<file path="config.mk">
export PLATFORM = sky130hd
export DESIGN_NAME = rv32_fetch_queue
export DESIGN_NICKNAME = d
export VERILOG_FILES = /design/src/rtl/rv32_pipe_pkg.sv /design/src/rtl/sync_flush_fifo.sv /design/src/rtl/rv32_fetch_queue.sv
export SDC_FILE = /design/constraint.sdc
export NUM_CORES = 1
export LEC_CHECK = 0
export ABC_AREA = 1
export BUFFER_PORTS_ARGS = -buffer_cell sky130_fd_sc_hd__buf_2
export CAP_MARGIN = 20
export CORE_MARGIN = 2
export CORE_UTILIZATION = 45
export DETAILED_ROUTE_END_ITERATION = 16
export GPL_ROUTABILITY_DRIVEN = 0
export PLACE_DENSITY = 0.66
export SLEW_MARGIN = 15
export SYNTH_ARGS = -nofsm -noshare
export SYNTH_HDL_FRONTEND = slang
export SYNTH_HIERARCHICAL = 1
export SYNTH_SLANG_ARGS = --single-unit
</file>
<file path="constraint.sdc">
create_clock -name clk -period 7.4 [get_ports clk]
set_clock_uncertainty 0.2 [all_clocks]
set_input_delay 0.74 -clock clk [delete_from_list [all_inputs] [get_ports clk]]
set_output_delay 0.74 -clock clk [all_outputs]
set_load 0.005 [all_outputs]
</file>
<file path="src/rtl/rv32_pipe_pkg.sv">
// rtl/rv32_pipe_pkg.sv - shared RV32 pipeline constants and the IF->ID fetch entry type
package rv32_pipe_pkg;

  localparam int XLEN = 32;
  localparam logic [31:0] NOP_INST = 32'h0000_0013;
  localparam logic [XLEN-1:0] RESET_PC_DEFAULT = '0;

  typedef struct packed {
    logic [XLEN-1:0] pc;
    logic [31:0]     inst;
  } fetch_entry_t;

endpackage

</file>
<file path="src/rtl/sync_flush_fifo.sv">
// rtl/sync_flush_fifo.sv - register-based FIFO with a synchronous flush that clears pointers and count
module sync_flush_fifo #(
  parameter int  DEPTH   = 4,
  parameter type entry_t = logic [63:0]
) (
  input  logic                           clk_i,
  input  logic                           rst_i,
  input  logic                           flush_i,
  input  logic                           wr_en_i,
  input  entry_t                         wr_data_i,
  input  logic                           rd_en_i,
  output entry_t                         rd_data_o,
  output logic                           full_o,
  output logic                           empty_o,
  output logic [$clog2(DEPTH+1)-1:0]     count_o
);

  localparam int PTR_W = $clog2(DEPTH);
  localparam int CNT_W = $clog2(DEPTH+1);

  if (DEPTH < 2 || (DEPTH & (DEPTH - 1)) != 0) begin : g_bad_depth
    $error("sync_flush_fifo: DEPTH must be a power of 2 and >= 2");
  end

  entry_t             mem_q [DEPTH];
  logic [PTR_W-1:0]   wr_ptr_q, wr_ptr_d, rd_ptr_q, rd_ptr_d;
  logic [CNT_W-1:0]   count_q, count_d;
  logic               do_wr, do_rd;

  assign full_o    = (count_q == CNT_W'(DEPTH));
  assign empty_o   = (count_q == '0);
  assign count_o   = count_q;
  assign rd_data_o = mem_q[rd_ptr_q];

  // A write into a full FIFO is legal only when the head leaves in the same cycle.
  assign do_rd = rd_en_i & ~empty_o;
  assign do_wr = wr_en_i & (~full_o | do_rd);

  always_comb begin
    wr_ptr_d = wr_ptr_q;
    rd_ptr_d = rd_ptr_q;
    count_d  = count_q;
    if (flush_i) begin
      wr_ptr_d = '0;
      rd_ptr_d = '0;
      count_d  = '0;
    end else begin
      if (do_wr) wr_ptr_d = wr_ptr_q + PTR_W'(1);
      if (do_rd) rd_ptr_d = rd_ptr_q + PTR_W'(1);
      count_d = count_q + CNT_W'(do_wr) - CNT_W'(do_rd);
    end
  end

  always_ff @(posedge clk_i) begin
    if (rst_i) begin
      wr_ptr_q <= '0;
      rd_ptr_q <= '0;
      count_q  <= '0;
    end else begin
      wr_ptr_q <= wr_ptr_d;
      rd_ptr_q <= rd_ptr_d;
      count_q  <= count_d;
    end
  end

  always_ff @(posedge clk_i) begin
    if (!rst_i && !flush_i && do_wr) mem_q[wr_ptr_q] <= wr_data_i;
  end

endmodule

</file>
<file path="src/rtl/rv32_fetch_queue.sv">
// rtl/rv32_fetch_queue.sv - decoupled IF stage: PC generator and fetch buffer; FETCH_PERF_CNT_EN adds perf counters
module rv32_fetch_queue #(
  parameter int              XLEN     = rv32_pipe_pkg::XLEN,
  parameter int              DEPTH    = 4,
  parameter int              IMEM_AW  = 7,
  parameter logic [XLEN-1:0] RESET_PC = rv32_pipe_pkg::RESET_PC_DEFAULT
) (
  input  logic                       clk,
  input  logic                       rst,
  output logic [IMEM_AW-1:0]         imem_addr,
  input  logic [31:0]                imem_data,
  input  logic                       redirect_valid,
  input  logic [XLEN-1:0]            redirect_pc,
  output logic                       id_valid,
  input  logic                       id_ready,
  output logic [31:0]                id_inst,
  output logic [XLEN-1:0]            id_pc,
  output logic [$clog2(DEPTH+1)-1:0] occupancy,
  output logic [31:0]                perf_empty_cyc,
  output logic [31:0]                perf_redirects
);
  import rv32_pipe_pkg::*;

  if (XLEN != $bits(fetch_entry_t) - 32) begin : g_bad_xlen
    $error("rv32_fetch_queue: XLEN must match rv32_pipe_pkg::XLEN");
  end

  logic [XLEN-1:0] fetch_pc_q, fetch_pc_d;
  fetch_entry_t    wr_entry, head;
  logic            full, empty, enq, deq;
  logic            unused_bits;

  assign deq       = ~empty & id_ready;
  assign enq       = ~redirect_valid & (~full | deq);
  assign imem_addr = fetch_pc_q[IMEM_AW+1:2];
  assign wr_entry  = '{pc: fetch_pc_q, inst: imem_data};

  assign unused_bits = ^{redirect_pc[1:0], fetch_pc_q[XLEN-1:IMEM_AW+2]};

  always_comb begin
    fetch_pc_d = fetch_pc_q;
    if (redirect_valid)  fetch_pc_d = {redirect_pc[XLEN-1:2], 2'b00};
    else if (enq)        fetch_pc_d = fetch_pc_q + XLEN'(4);
  end

  always_ff @(posedge clk) begin
    if (rst) fetch_pc_q <= RESET_PC;
    else     fetch_pc_q <= fetch_pc_d;
  end

  // Redirect flushes the buffer; the flush outranks any same-cycle write or read.
  sync_flush_fifo #(
    .DEPTH   (DEPTH),
    .entry_t (fetch_entry_t)
  ) u_buf (
    .clk_i     (clk),
    .rst_i     (rst),
    .flush_i   (redirect_valid),
    .wr_en_i   (enq),
    .wr_data_i (wr_entry),
    .rd_en_i   (deq),
    .rd_data_o (head),
    .full_o    (full),
    .empty_o   (empty),
    .count_o   (occupancy)
  );

  assign id_valid = ~empty;
  assign id_inst  = empty ? NOP_INST : head.inst;
  assign id_pc    = empty ? '0 : head.pc;

`ifdef FETCH_PERF_CNT_EN
  logic [31:0] perf_empty_q, perf_redir_q;

  always_ff @(posedge clk) begin
    if (rst) begin
      perf_empty_q <= '0;
      perf_redir_q <= '0;
    end else begin
      if (!id_valid)      perf_empty_q <= perf_empty_q + 32'd1;
      if (redirect_valid) perf_redir_q <= perf_redir_q + 32'd1;
    end
  end

  assign perf_empty_cyc = perf_empty_q;
  assign perf_redirects = perf_redir_q;
`else
  assign perf_empty_cyc = '0;
  assign perf_redirects = '0;
`endif

endmodule

</file>
==> results of run 1 <==
==> worst register-to-register path: stages, from the launching register on <==
cell	delay, ps
dfxtp_1	360
nor2_1	80
nand2_1	120
inv_2	40
buf_4	340
inv_1	150
nand2_1	110
nand2_2	150
nand2_2	150
inv_1	670
nand2_1	120
inv_1	100
nand2_1	220
nor2_4	870
buf_4	610
==> cell families after synthesis <==
family	count (synthesis)	synth area share
adder cells (fa/ha/maj)	7	0.00718
AND/OR/NAND/NOR	445	0.137
buffers and inverters	261	0.105
AO/OA/AOI/OAI	261	0.107
other	1	0.000283
XOR/XNOR	7	0.00463
flip-flops	295	0.639
==> cells in the final DEF, fill, tap and decap left out, types with 8 or more instances in the layout <==
cell | Yosys | final
edfxtp_1 | 256 | 256
nor2_1 | 246 | 242
nand2_1 | 147 | 147
buf_2 | 13 | 140
inv_1 | 127 | 126
o21ai_0 | 96 | 96
conb_1 | 1 | 72
o22ai_1 | 64 | 64
o21ai_1 | 58 | 58
dfxtp_1 | 39 | 37
clkbuf_16 | 0 | 31
a21oi_1 | 28 | 28
nand3_1 | 27 | 27
nor2_4 | 8 | 12
clkinv_1 | 2 | 10
buf_4 | 74 | 9
a31oi_1 | 8 | 8
==> layer usage <==
metal	vias up	track usage	share of wire
met4	0	0.0406	0.019
met5	-	0	0
met2	307	0.301	0.48
met1	4265	0.252	0.45
li1	4433	-	-
met3	35	0.0253	0.060
==> sequential cells by signal, indices dropped and copies added (netlist names), named ones only <==
name,cells
fetch_pc_q,30
u_buf/count_o,3
u_buf/mem_q,256
u_buf/rd_ptr_q,2
u_buf/wr_ptr_q,2
==> cell type report <==
cell class | count | area (sq um)
tap | 384 | 480
sequential | 295 | 8470
fill | 2623 | 14000
multi-input combinational | 792 | 3690
timing repair buffer | 149 | 768
clock buffer | 36 | 795
inverter | 131 | 494
clock inverter | 21 | 171
==> report_power, final <==
part           switching (mW)  total, mW  internal [mW]
clock network           0.625       1.46          0.839
registers              0.0319       1.87           1.84
logic                   0.107      0.167         0.0595
==> per-stage QoR <==
| stage | utilization | hold slack, ps |
|---|---|---|
| after CTS | 0.515 | 168 |
| after global routing | 0.515 | 177 |
| after global placement | 0.482 | 284 |
| after floorplan | - | 267 |
| after detailed placement | 0.482 | 291 |
| final | 0.515 | 193 |
==> path summary, 6_finish.rpt <==
| check | from | end | slack (ps) | cells past startpoint |
|---|---|---|---|---|
| setup / recovery | u_buf/count_o[1]$_SDFF_PP0_ | u_buf/mem_q[1][5]$_DFFE_PP_ | 2740 | 14 |
| hold / removal | imem_data[0] | u_buf/mem_q[1][0]$_DFFE_PP_ | 190 | 1 |
| setup reg to reg | u_buf/count_o[1]$_SDFF_PP0_ | u_buf/mem_q[1][5]$_DFFE_PP_ | 2740 | 14 |
| hold reg to reg | u_buf/rd_ptr_q[0]$_SDFFE_PP0N_ | register | 300 | 2 |
==> impl_metrics.xml, run 1 <==
<?xml version="1.0" encoding="UTF-8"?>
<metrics>
  <group name="outcome">
    <metric name="outcome" unit="">complete, no violations</metric>
  </group>
  <group name="place">
    <metric name="post-dp-hpwl" unit="um">17200</metric>
    <metric name="dpl-instance-area" unit="sq um">13900</metric>
    <metric name="placedCellCount" unit="">1751</metric>
    <metric name="port-buffer-count" unit="">140</metric>
    <metric name="dp_worst_setup_slack" unit="ps">2650</metric>
  </group>
  <group name="synth">
    <metric name="yosysMostFrequentCell" unit="">edfxtp_1</metric>
    <metric name="syn_area_per_cell" unit="sq um">10.4</metric>
    <metric name="async_flop_share" unit="">0</metric>
    <metric name="synth.lib_cells_used.distinct" unit="">34</metric>
    <metric name="synth.ff_latch_count" unit="">295</metric>
    <metric name="yosys-top-cells-area" unit="">edfxtp_1 58%, nor2_1 7.0%, dfxtp_1 5.9%</metric>
    <metric name="netlist.top_cell.by_area" unit="">edfxtp_1</metric>
    <metric name="synthesis.yosys.warnings" unit="">6</metric>
    <metric name="synthCells" unit="">1277</metric>
    <metric name="post-synth-top-area-fraction" unit="">0.580</metric>
    <metric name="netlist_area" unit="sq um">13200</metric>
    <metric name="synth-edff-count" unit="">256</metric>
    <metric name="yosysSeqAreaShare" unit="">0.639</metric>
    <metric name="yosys-top-cells-count" unit="">256 x edfxtp_1, 246 x nor2_1, 147 x nand2_1</metric>
    <metric name="synth_flop_cell" unit="">edfxtp_1</metric>
  </group>
  <group name="critical_path">
    <metric name="timing.setup.critical_path_class" unit="">register to register</metric>
    <metric name="path_delay_family" unit="">buffers and inverters</metric>
    <metric name="worstPathBufferInverterCount" unit="">6</metric>
    <metric name="worst_setup_path_end_kind" unit="">register</metric>
    <metric name="worst_setup_path_start_kind" unit="">register</metric>
    <metric name="worstPathCellList" unit="">nor2_1 &gt; nand2_1 &gt; inv_2 &gt; buf_4 &gt; inv_1 &gt; nand2_1 &gt; nand2_2 &gt; nand2_2 &gt; inv_1 &gt; nand2_1 &gt; inv_1 &gt; nand2_1 &gt; nor2_4 &gt; buf_4</metric>
    <metric name="worst-path-max-fanout" unit="">65</metric>
    <metric name="worst_ep_arrival_time" unit="ps">4660</metric>
    <metric name="worst_path_max_delay_cell" unit="">nor2_4</metric>
    <metric name="cp_slowest_stage_delay" unit="ps">870</metric>
    <metric name="path_common_cell" unit="">nand2_1</metric>
    <metric name="timing.critical_path.required" unit="ps">7400</metric>
  </group>
  <group name="clocking">
    <metric name="cts_max_path_buffers" unit="">3</metric>
    <metric name="clock_insertion_delay_worst_skew" unit="ps">550</metric>
    <metric name="clock_tree_root_buffer_cell" unit="">clkbuf_16</metric>
    <metric name="path_clk_slew" unit="ps">60</metric>
    <metric name="postCtsSetupBuffers" unit="">0</metric>
    <metric name="cts_repair_resize_count" unit="">0</metric>
    <metric name="htree_levels" unit="">1</metric>
    <metric name="clock-sinks" unit="">295</metric>
    <metric name="tritoncts_clock_tree" unit="">built</metric>
    <metric name="post_cts_hold_fix_bufs" unit="">0</metric>
    <metric name="numCtsBuffers" unit="">31</metric>
  </group>
  <group name="cells_and_area">
    <metric name="area.growth.synth_to_final" unit="%">12.3</metric>
    <metric name="non_filler_instance_count_after_layout" unit="">1808</metric>
    <metric name="antenna_cells" unit="">0</metric>
    <metric name="finish.net_count" unit="">1475</metric>
    <metric name="layout-drive-gt1-share" unit="">0.159</metric>
    <metric name="finalInstanceArea" unit="sq um">14900</metric>
  </group>
  <group name="power">
    <metric name="power.density" unit="nW/um^2">235</metric>
    <metric name="total_leakage_power" unit="nW">5.73</metric>
    <metric name="p_total" unit="mW">3.50</metric>
    <metric name="worst_ir_drop_vdd" unit="mV">0.190</metric>
  </group>
  <group name="die">
    <metric name="die_height" unit="um">176</metric>
    <metric name="ios" unit="">207</metric>
    <metric name="std_cell_rows" unit="">62</metric>
    <metric name="core_area" unit="sq um">28900</metric>
    <metric name="die-width" unit="um">176</metric>
    <metric name="die_area" unit="sq um">30800</metric>
    <metric name="initial_utilization" unit="">0.459</metric>
  </group>
  <group name="min_path">
    <metric name="timing.hold.worst.class" unit="">primary input to register</metric>
  </group>
  <group name="global_route">
    <metric name="grt_max_degree" unit="">99</metric>
    <metric name="grt_overflow" unit="">0</metric>
    <metric name="first_global_vias" unit="">8180</metric>
    <metric name="grtUsageTotal" unit="">0.180</metric>
    <metric name="grt_antenna_before_repair" unit="">0</metric>
    <metric name="first_pass_grt_wire_length" unit="um">43800</metric>
  </group>
  <group name="timing">
    <metric name="rsz0062_at_grt" unit="">no</metric>
    <metric name="worst_slew_margin_rel" unit="">0.286</metric>
    <metric name="maxClockFrequency" unit="GHz">0.214</metric>
    <metric name="tightest_slew" unit="ps">1070</metric>
    <metric name="finalSetupTns" unit="ps">0</metric>
    <metric name="setup_violations" unit="">0</metric>
    <metric name="finalWorstPathRequiredPeriod" unit="ps">4660</metric>
    <metric name="finalHoldViolCount" unit="">0</metric>
    <metric name="finalCritPeriodShare" unit="">0.630</metric>
    <metric name="final-max-slew-violation-count" unit="">0</metric>
    <metric name="post-route-worst-setup-slack" unit="ps">2740</metric>
  </group>
  <group name="detailed_routing">
    <metric name="routed_via_density" unit="">5.00</metric>
    <metric name="finalWirelength" unit="um">28700</metric>
    <metric name="drc" unit="">0</metric>
    <metric name="vias" unit="">9040</metric>
    <metric name="drtAntennaViolNets" unit="">0</metric>
    <metric name="drt_pre_antenna_iters" unit="">4</metric>
    <metric name="drt_iter0_drc" unit="">764</metric>
    <metric name="avgRoutedWirePerCell" unit="um">15.9</metric>
  </group>
  <group name="flow_run">
    <metric name="max_cap_viol_count" unit="">0</metric>
  </group>
</metrics>
Power figures use the tool's default switching activity.
==> run 2, diff against run 1 <==
ABC_AREA = 0   (was 1)
PLACE_DENSITY = 0.69   (was 0.66)
clock period = 4.13 ns   (was 7.4 ns; I/O delays follow)
==> run 2 against run 1 <==
Final cell count is 25% lower. Via count down 25%. Power increased by 87%. Synthesized area shrank 4.6%. Sequential cell count stayed put. Synthesized cell count shrank 42%.
==> impl_metrics.xml, run 2 <==
<?xml version="1.0" encoding="UTF-8"?>
<metrics>
  <group name="cells_and_area">
    <metric name="area.growth.synth_to_final" unit="%">19.4</metric>
    <metric name="largest_register_ff_count" unit="">256</metric>
    <metric name="sequential_cell_area" unit="sq um">8480</metric>
    <metric name="finish.net_count" unit="">1027</metric>
    <metric name="num-fill-cells" unit="">2228</metric>
    <metric name="most-common-layout-cells" unit="">256 x edfxtp_1, 140 x buf_2, 72 x conb_1, 61 x nor2b_1, 60 x mux4_2</metric>
    <metric name="layout.cells.most_common" unit="">edfxtp_1</metric>
    <metric name="layout-drive-gt1-share" unit="">0.301</metric>
    <metric name="regMostFlops" unit="">u_buf/mem_q</metric>
    <metric name="multi_input_area" unit="sq um">3620</metric>
  </group>
  <group name="detailed_routing">
    <metric name="wl_met2" unit="um">12400</metric>
    <metric name="drc" unit="">0</metric>
    <metric name="avgRoutedWirePerCell" unit="um">18.7</metric>
    <metric name="vias" unit="">6781</metric>
    <metric name="drt_pre_antenna_iters" unit="">4</metric>
    <metric name="drt_iter0_drc" unit="">470</metric>
    <metric name="drtAntennaViolNets" unit="">0</metric>
    <metric name="wl_met3" unit="um">1340</metric>
    <metric name="route.top_layer_used" unit="">met4</metric>
    <metric name="wl_met1" unit="um">11000</metric>
    <metric name="routed_via_density" unit="">5.00</metric>
    <metric name="finalWirelength" unit="um">25300</metric>
  </group>
  <group name="critical_path">
    <metric name="worst_setup_path_start_kind" unit="">register</metric>
    <metric name="worst_setup_path_end_kind" unit="">output pin</metric>
    <metric name="worst_r2r_startpoint" unit="">u_buf/count_o[1]$_SDFF_PP0_</metric>
    <metric name="worst_ep_arrival_time" unit="ps">2570</metric>
    <metric name="worst-path-max-fanout" unit="">24</metric>
    <metric name="reg2regPathDepth" unit="">6</metric>
    <metric name="timing.reg2reg.setup_slack" unit="ps">1210</metric>
    <metric name="critical_path.reg2reg.endpoint" unit="">u_buf/mem_q[2][56]$_DFFE_PP_</metric>
    <metric name="timing.critical_path.required" unit="ps">3520</metric>
    <metric name="timing.setup.critical_path_class" unit="">register to output pin</metric>
  </group>
  <group name="synth">
    <metric name="synth.ff_latch_count" unit="">295</metric>
    <metric name="netlist_area" unit="sq um">12600</metric>
    <metric name="yosys-top-cells-area" unit="">edfxtp_1 61%, mux4_2 11%, dfxtp_1 6.2%</metric>
    <metric name="synth.lib_cells_used.distinct" unit="">58</metric>
    <metric name="post-synth-top-area-fraction" unit="">0.608</metric>
    <metric name="synth_flop_cell" unit="">edfxtp_1</metric>
    <metric name="synthesis.yosys.warnings" unit="">6</metric>
    <metric name="yosys-top-cells-count" unit="">256 x edfxtp_1, 71 x buf_4, 61 x nor2b_1</metric>
    <metric name="syn_area_per_cell" unit="sq um">16.9</metric>
    <metric name="netlist.top_cell.by_area" unit="">edfxtp_1</metric>
    <metric name="yosysMostFrequentCell" unit="">edfxtp_1</metric>
    <metric name="yosysSeqAreaShare" unit="">0.670</metric>
    <metric name="synthCells" unit="">746</metric>
    <metric name="async_flop_share" unit="">0</metric>
    <metric name="synth-edff-count" unit="">256</metric>
  </group>
  <group name="timing">
    <metric name="rsz0062_at_grt" unit="">no</metric>
    <metric name="finalSetupTns" unit="ps">0</metric>
    <metric name="maxClockFrequency" unit="GHz">0.315</metric>
    <metric name="worst_slew_margin_rel" unit="">0.315</metric>
    <metric name="tightest_slew" unit="ps">1030</metric>
    <metric name="finalCritPeriodShare" unit="">0.770</metric>
    <metric name="final-max-slew-violation-count" unit="">0</metric>
    <metric name="finalHoldViolCount" unit="">0</metric>
    <metric name="post-route-worst-setup-slack" unit="ps">950</metric>
    <metric name="finalWorstPathRequiredPeriod" unit="ps">3180</metric>
    <metric name="setup_violations" unit="">0</metric>
  </group>
  <group name="clocking">
    <metric name="postCtsSetupBuffers" unit="">0</metric>
    <metric name="path_clk_slew" unit="ps">60</metric>
    <metric name="clock_tree_root_buffer_cell" unit="">clkbuf_16</metric>
    <metric name="post_cts_hold_fix_bufs" unit="">58</metric>
    <metric name="clock_insertion_delay_worst_skew" unit="ps">560</metric>
    <metric name="htree_levels" unit="">1</metric>
    <metric name="cts_repair_resize_count" unit="">0</metric>
    <metric name="clock-sinks" unit="">295</metric>
    <metric name="numCtsBuffers" unit="">30</metric>
    <metric name="cts_max_path_buffers" unit="">3</metric>
    <metric name="tritoncts_clock_tree" unit="">built</metric>
  </group>
  <group name="place">
    <metric name="port-buffer-count" unit="">140</metric>
    <metric name="dp_worst_setup_slack" unit="ps">1180</metric>
    <metric name="post-dp-hpwl" unit="um">15000</metric>
  </group>
  <group name="global_route">
    <metric name="grt_overflow" unit="">0</metric>
    <metric name="grt_antenna_before_repair" unit="">1</metric>
    <metric name="grt_max_degree" unit="">66</metric>
    <metric name="first_global_vias" unit="">6643</metric>
    <metric name="grtUsageTotal" unit="">0.170</metric>
    <metric name="first_pass_grt_wire_length" unit="um">37800</metric>
  </group>
  <group name="power">
    <metric name="total_leakage_power" unit="nW">5.29</metric>
    <metric name="seqPwrFrac" unit="">0.512</metric>
    <metric name="worst_ir_drop_vdd" unit="mV">0.292</metric>
    <metric name="share_comb_of_total_power" unit="">0.052</metric>
    <metric name="p_clk_frac" unit="">0.436</metric>
    <metric name="internal_power" unit="mW">5.20</metric>
    <metric name="p_total" unit="mW">6.54</metric>
    <metric name="power.density" unit="nW/um^2">433</metric>
    <metric name="p_sw" unit="mW">1.34</metric>
    <metric name="swShare" unit="">0.205</metric>
  </group>
  <group name="die">
    <metric name="die_area" unit="sq um">29400</metric>
    <metric name="ios" unit="">207</metric>
    <metric name="std_cell_rows" unit="">61</metric>
    <metric name="core_area" unit="sq um">27700</metric>
    <metric name="die_height" unit="um">172</metric>
    <metric name="die-width" unit="um">172</metric>
    <metric name="initial_utilization" unit="">0.456</metric>
  </group>
  <group name="flow_run">
    <metric name="max_cap_viol_count" unit="">0</metric>
  </group>
  <group name="min_path">
    <metric name="timing.hold.worst.class" unit="">primary input to register</metric>
    <metric name="hold_path_end" unit="">fetch_pc_q[20]$_SDFFE_PP0P_</metric>
    <metric name="hold_path.startpoint" unit="">redirect_pc[20]</metric>
    <metric name="hold_depth" unit="">3</metric>
  </group>
  <group name="outcome">
    <metric name="outcome" unit="">complete, no violations</metric>
  </group>
</metrics>
[run 2: stage by stage]
stage,hold slack (ps),instance area [sq um],utilization,instances
after floorplan,268,12900,-,817
after global placement,290,13400,0.485,1240
after detailed placement,295,13400,0.485,1240
after CTS,4.89,15100,0.545,1354
after global routing,27.5,15100,0.545,1355
final,27.0,15100,0.545,1355
[run 2: cell families after synthesis]
family,count (synthesis),synth area share
XOR/XNOR,32,0.0222
buffers and inverters,117,0.0667
multiplexers,67,0.118
adder cells (fa/ha/maj),7,0.00752
other,1,0.000297
AND/OR/NAND/NOR,176,0.0832
flip-flops,295,0.670
AO/OA/AOI/OAI,51,0.0326
[run 2: worst max-delay path: stages (launching register included)]
cell and delay, ps:
dfxtp_4 700, buf_4 410, mux4_2 580, nor2b_1 160, buf_2 160
[run 2: worst max-delay path by stage]
stage	depth (start not counted)	from	end	slack, ps
after global placement	6	u_buf/count_o[1]$_SDFF_PP0_	u_buf/mem_q[2][19]$_DFFE_PP_	1220
after floorplan	6	u_buf/count_o[1]$_SDFF_PP0_	u_buf/mem_q[0][0]$_DFFE_PP_	520
after detailed placement	6	u_buf/count_o[1]$_SDFF_PP0_	u_buf/mem_q[2][25]$_DFFE_PP_	1180
after CTS	4	register	id_pc[9]	840
after global routing	4	register	id_pc[9]	780
final	4	register	id_pc[13]	950
[run 2: cell type report]
class | count | share of cell area
Sequential cell | 295 | 0.562
Inverter | 13 | 0.00323
Antenna cell | 1 | 0.000166
Clock buffer | 42 | 0.0560
Multi-Input combinational cell | 405 | 0.240
Clock inverter | 14 | 0.0143
Timing Repair Buffer | 207 | 0.0935
Tap cell | 378 | 0.0313
[run 2: power by group through the flow]
stage          clock network, mW  registers, mW  logic (mW)
2_1_floorplan                  0           3.39       0.218
3_3_place_gp                   0           3.41       0.293
3_5_place_dp                   0           3.41       0.298
4_1_cts                     2.91           3.35       0.343
5_1_grt                     3.02           3.35       0.380
6_report                    2.85           3.35       0.341
[run 2: layer usage]
metal	GRT usage	up-vias
li1	-	3132
met1	0.230	3402
met2	0.284	205
met3	0.0295	42
met4	0.0483	0
met5	0	-
==> run 3, diff against run 2 <==
PLACE_DENSITY = 0.66   (was 0.69)
clock period = 3.15 ns   (was 4.13 ns; I/O delays follow)
==> run 3 against run 2 <==
Cell area grew 1.4%. Sequential cell count stayed put. Count of clock-buffer cells in the layout decreased by 1. Global-route usage grew 0.16 points. Register-to-register slack lost 720 ps. Highest routed layer unchanged. Combinational power increased by 38%. Routed wire length rose by 0.48%. Sequential power is 31% higher. Die area stayed put. First-iteration DRC count increased by 6.0%. Largest power group unchanged.
==> impl_metrics.xml, run 3 (synthesis results as in run 2) <==
<?xml version="1.0" encoding="UTF-8"?>
<metrics>
  <group name="critical_path">
    <metric name="path_delay_family" unit="">multiplexers</metric>
    <metric name="worstPathCellList" unit="">buf_4 &gt; mux4_1 &gt; nor2b_1 &gt; buf_2</metric>
    <metric name="worst_setup_path_start_kind" unit="">register</metric>
    <metric name="worst_ep_arrival_time" unit="ps">2340</metric>
    <metric name="cp_slowest_stage_delay" unit="ps">590</metric>
    <metric name="worstPathBufferInverterCount" unit="">2</metric>
    <metric name="worst-path-max-fanout" unit="">15</metric>
    <metric name="worst_setup_path_end_kind" unit="">output pin</metric>
    <metric name="timing.critical_path.required" unit="ps">2630</metric>
    <metric name="timing.setup.critical_path_class" unit="">register to output pin</metric>
    <metric name="worst_path_max_delay_cell" unit="">mux4_1</metric>
    <metric name="timing.reg2reg.setup_slack" unit="ps">490</metric>
  </group>
  <group name="cells_and_area">
    <metric name="finish.net_count" unit="">1054</metric>
    <metric name="layout-drive-gt1-share" unit="">0.298</metric>
    <metric name="most-common-layout-cells" unit="">256 x edfxtp_1, 140 x buf_2, 72 x conb_1, 70 x dlygate4sd3_1, 61 x nor2b_1</metric>
    <metric name="regMostFlops" unit="">u_buf/mem_q</metric>
    <metric name="non_filler_instance_count_after_layout" unit="">1383</metric>
    <metric name="largest_register_ff_count" unit="">256</metric>
    <metric name="layout.cells.most_common" unit="">edfxtp_1</metric>
    <metric name="area.growth.synth_to_final" unit="%">21.1</metric>
  </group>
  <group name="clocking">
    <metric name="htree_levels" unit="">1</metric>
    <metric name="clock_insertion_delay_worst_skew" unit="ps">560</metric>
    <metric name="numCtsBuffers" unit="">31</metric>
    <metric name="path_clk_slew" unit="ps">60</metric>
    <metric name="clock-sinks" unit="">295</metric>
    <metric name="tritoncts_clock_tree" unit="">built</metric>
    <metric name="cts_max_path_buffers" unit="">3</metric>
    <metric name="clock_tree_root_buffer_cell" unit="">clkbuf_16</metric>
  </group>
  <group name="global_route">
    <metric name="grt_overflow" unit="">0</metric>
    <metric name="grt_antenna_before_repair" unit="">1</metric>
    <metric name="grt_max_degree" unit="">66</metric>
    <metric name="grtUsageTotal" unit="">0.172</metric>
    <metric name="first_global_vias" unit="">6796</metric>
    <metric name="first_pass_grt_wire_length" unit="um">38600</metric>
  </group>
  <group name="flow_run">
    <metric name="max_cap_viol_count" unit="">0</metric>
  </group>
  <group name="timing">
    <metric name="hold_ws" unit="ps">125</metric>
    <metric name="finalCritPeriodShare" unit="">0.906</metric>
    <metric name="finalHoldViolCount" unit="">0</metric>
    <metric name="setup_violations" unit="">0</metric>
    <metric name="finalSetupTns" unit="ps">0</metric>
    <metric name="maxClockFrequency" unit="GHz">0.350</metric>
    <metric name="worst_slew_margin_rel" unit="">0.437</metric>
    <metric name="finalWorstPathRequiredPeriod" unit="ps">2850</metric>
    <metric name="final-max-slew-violation-count" unit="">0</metric>
    <metric name="tightest_slew" unit="ps">844</metric>
    <metric name="rsz0062_at_grt" unit="">no</metric>
  </group>
  <group name="detailed_routing">
    <metric name="drc" unit="">0</metric>
    <metric name="routed_via_density" unit="">4.96</metric>
    <metric name="finalWirelength" unit="um">25400</metric>
    <metric name="drt_iter0_drc" unit="">498</metric>
    <metric name="drt_pre_antenna_iters" unit="">4</metric>
    <metric name="vias" unit="">6863</metric>
    <metric name="avgRoutedWirePerCell" unit="um">18.4</metric>
    <metric name="drtAntennaViolNets" unit="">0</metric>
  </group>
  <group name="min_path">
    <metric name="timing.hold.worst.class" unit="">primary input to register</metric>
  </group>
  <group name="die">
    <metric name="std_cell_rows" unit="">61</metric>
    <metric name="die_area" unit="sq um">29400</metric>
    <metric name="ios" unit="">207</metric>
    <metric name="die_height" unit="um">172</metric>
    <metric name="initial_utilization" unit="">0.456</metric>
    <metric name="die-width" unit="um">172</metric>
    <metric name="core_area" unit="sq um">27700</metric>
  </group>
  <group name="place">
    <metric name="post-dp-hpwl" unit="um">15700</metric>
    <metric name="port-buffer-count" unit="">140</metric>
    <metric name="placedCellCount" unit="">1254</metric>
  </group>
  <group name="power">
    <metric name="internal_power" unit="mW">6.60</metric>
    <metric name="p_sw" unit="mW">1.75</metric>
    <metric name="worst_ir_drop_vdd" unit="mV">0.424</metric>
    <metric name="total_leakage_power" unit="nW">5.37</metric>
    <metric name="power.density" unit="nW/um^2">546</metric>
    <metric name="p_clk_frac" unit="">0.418</metric>
    <metric name="seqPwrFrac" unit="">0.525</metric>
    <metric name="share_comb_of_total_power" unit="">0.056</metric>
    <metric name="swShare" unit="">0.209</metric>
    <metric name="p_total" unit="mW">8.35</metric>
  </group>
  <group name="outcome">
    <metric name="outcome" unit="">complete, no violations</metric>
  </group>
</metrics>
## run 3: final timing paths
check                                               startpoint                             end  depth (start not counted)
worst max-delay path                                  register                       id_pc[26]                          4
worst min-delay path                                  id_ready      fetch_pc_q[3]$_SDFFE_PP0P_                          5
worst max register to register     u_buf/count_o[1]$_SDFF_PP0_     u_buf/count_o[2]$_SDFF_PP0_                         10
worst min register to register  u_buf/wr_ptr_q[0]$_SDFFE_PP0P_  u_buf/wr_ptr_q[0]$_SDFFE_PP0P_                          2
## run 3: metal layers
| metal | vias to the layer above | wire length [um] | track usage |
|---|---|---|---|
| li1 | 3183 | - | - |
| met1 | 3427 | 11300 | 0.246 |
| met2 | 218 | 12100 | 0.275 |
| met3 | 35 | 1460 | 0.0281 |
| met4 | 0 | 584 | 0.0446 |
| met5 | - | 0 | 0 |
## run 3: power groups by stage
stage / clock, mW / combinational [mW] / sequential [mW]
global placement: 0 / 0.398 / 4.47
detailed placement: 0 / 0.401 / 4.47
finish: 3.49 / 0.470 / 4.39
CTS: 3.57 / 0.471 / 4.39
floorplan: 0 / 0.286 / 4.45
global route: 3.73 / 0.524 / 4.40
## run 3: layout make-up
cell class	instances	area, sq um
Sequential cell	295	8480
Clock buffer	41	813
Antenna cell	1	2.50
Inverter	13	48.8
Tap cell	378	473
Timing Repair Buffer	233	1700
Multi-Input combinational cell	405	3620
Fill cell	2195	12400
Clock inverter	17	169
## run 3: what timing repair did
item,4_1_cts,5_1_grt
hold endpoints to repair,161,0
hold buffers,70,0
setup buffers,0,0
gates resized for setup,0,0
## run 3: worst min-delay path: stages
cell and delay, ps:
buf_2 100, nand2b_4 60, buf_4 170, nand3_1 90, a311oi_1 80
## run 3: metrics by stage
stage               cell area, sq um  setup slack (ps)  utilization
floorplan                      12900               252            -
global placement               13600               546        0.491
detailed placement             13600               499        0.491
CTS                            15300               235        0.552
global route                   15300               142        0.552
finish                         15300               295        0.552
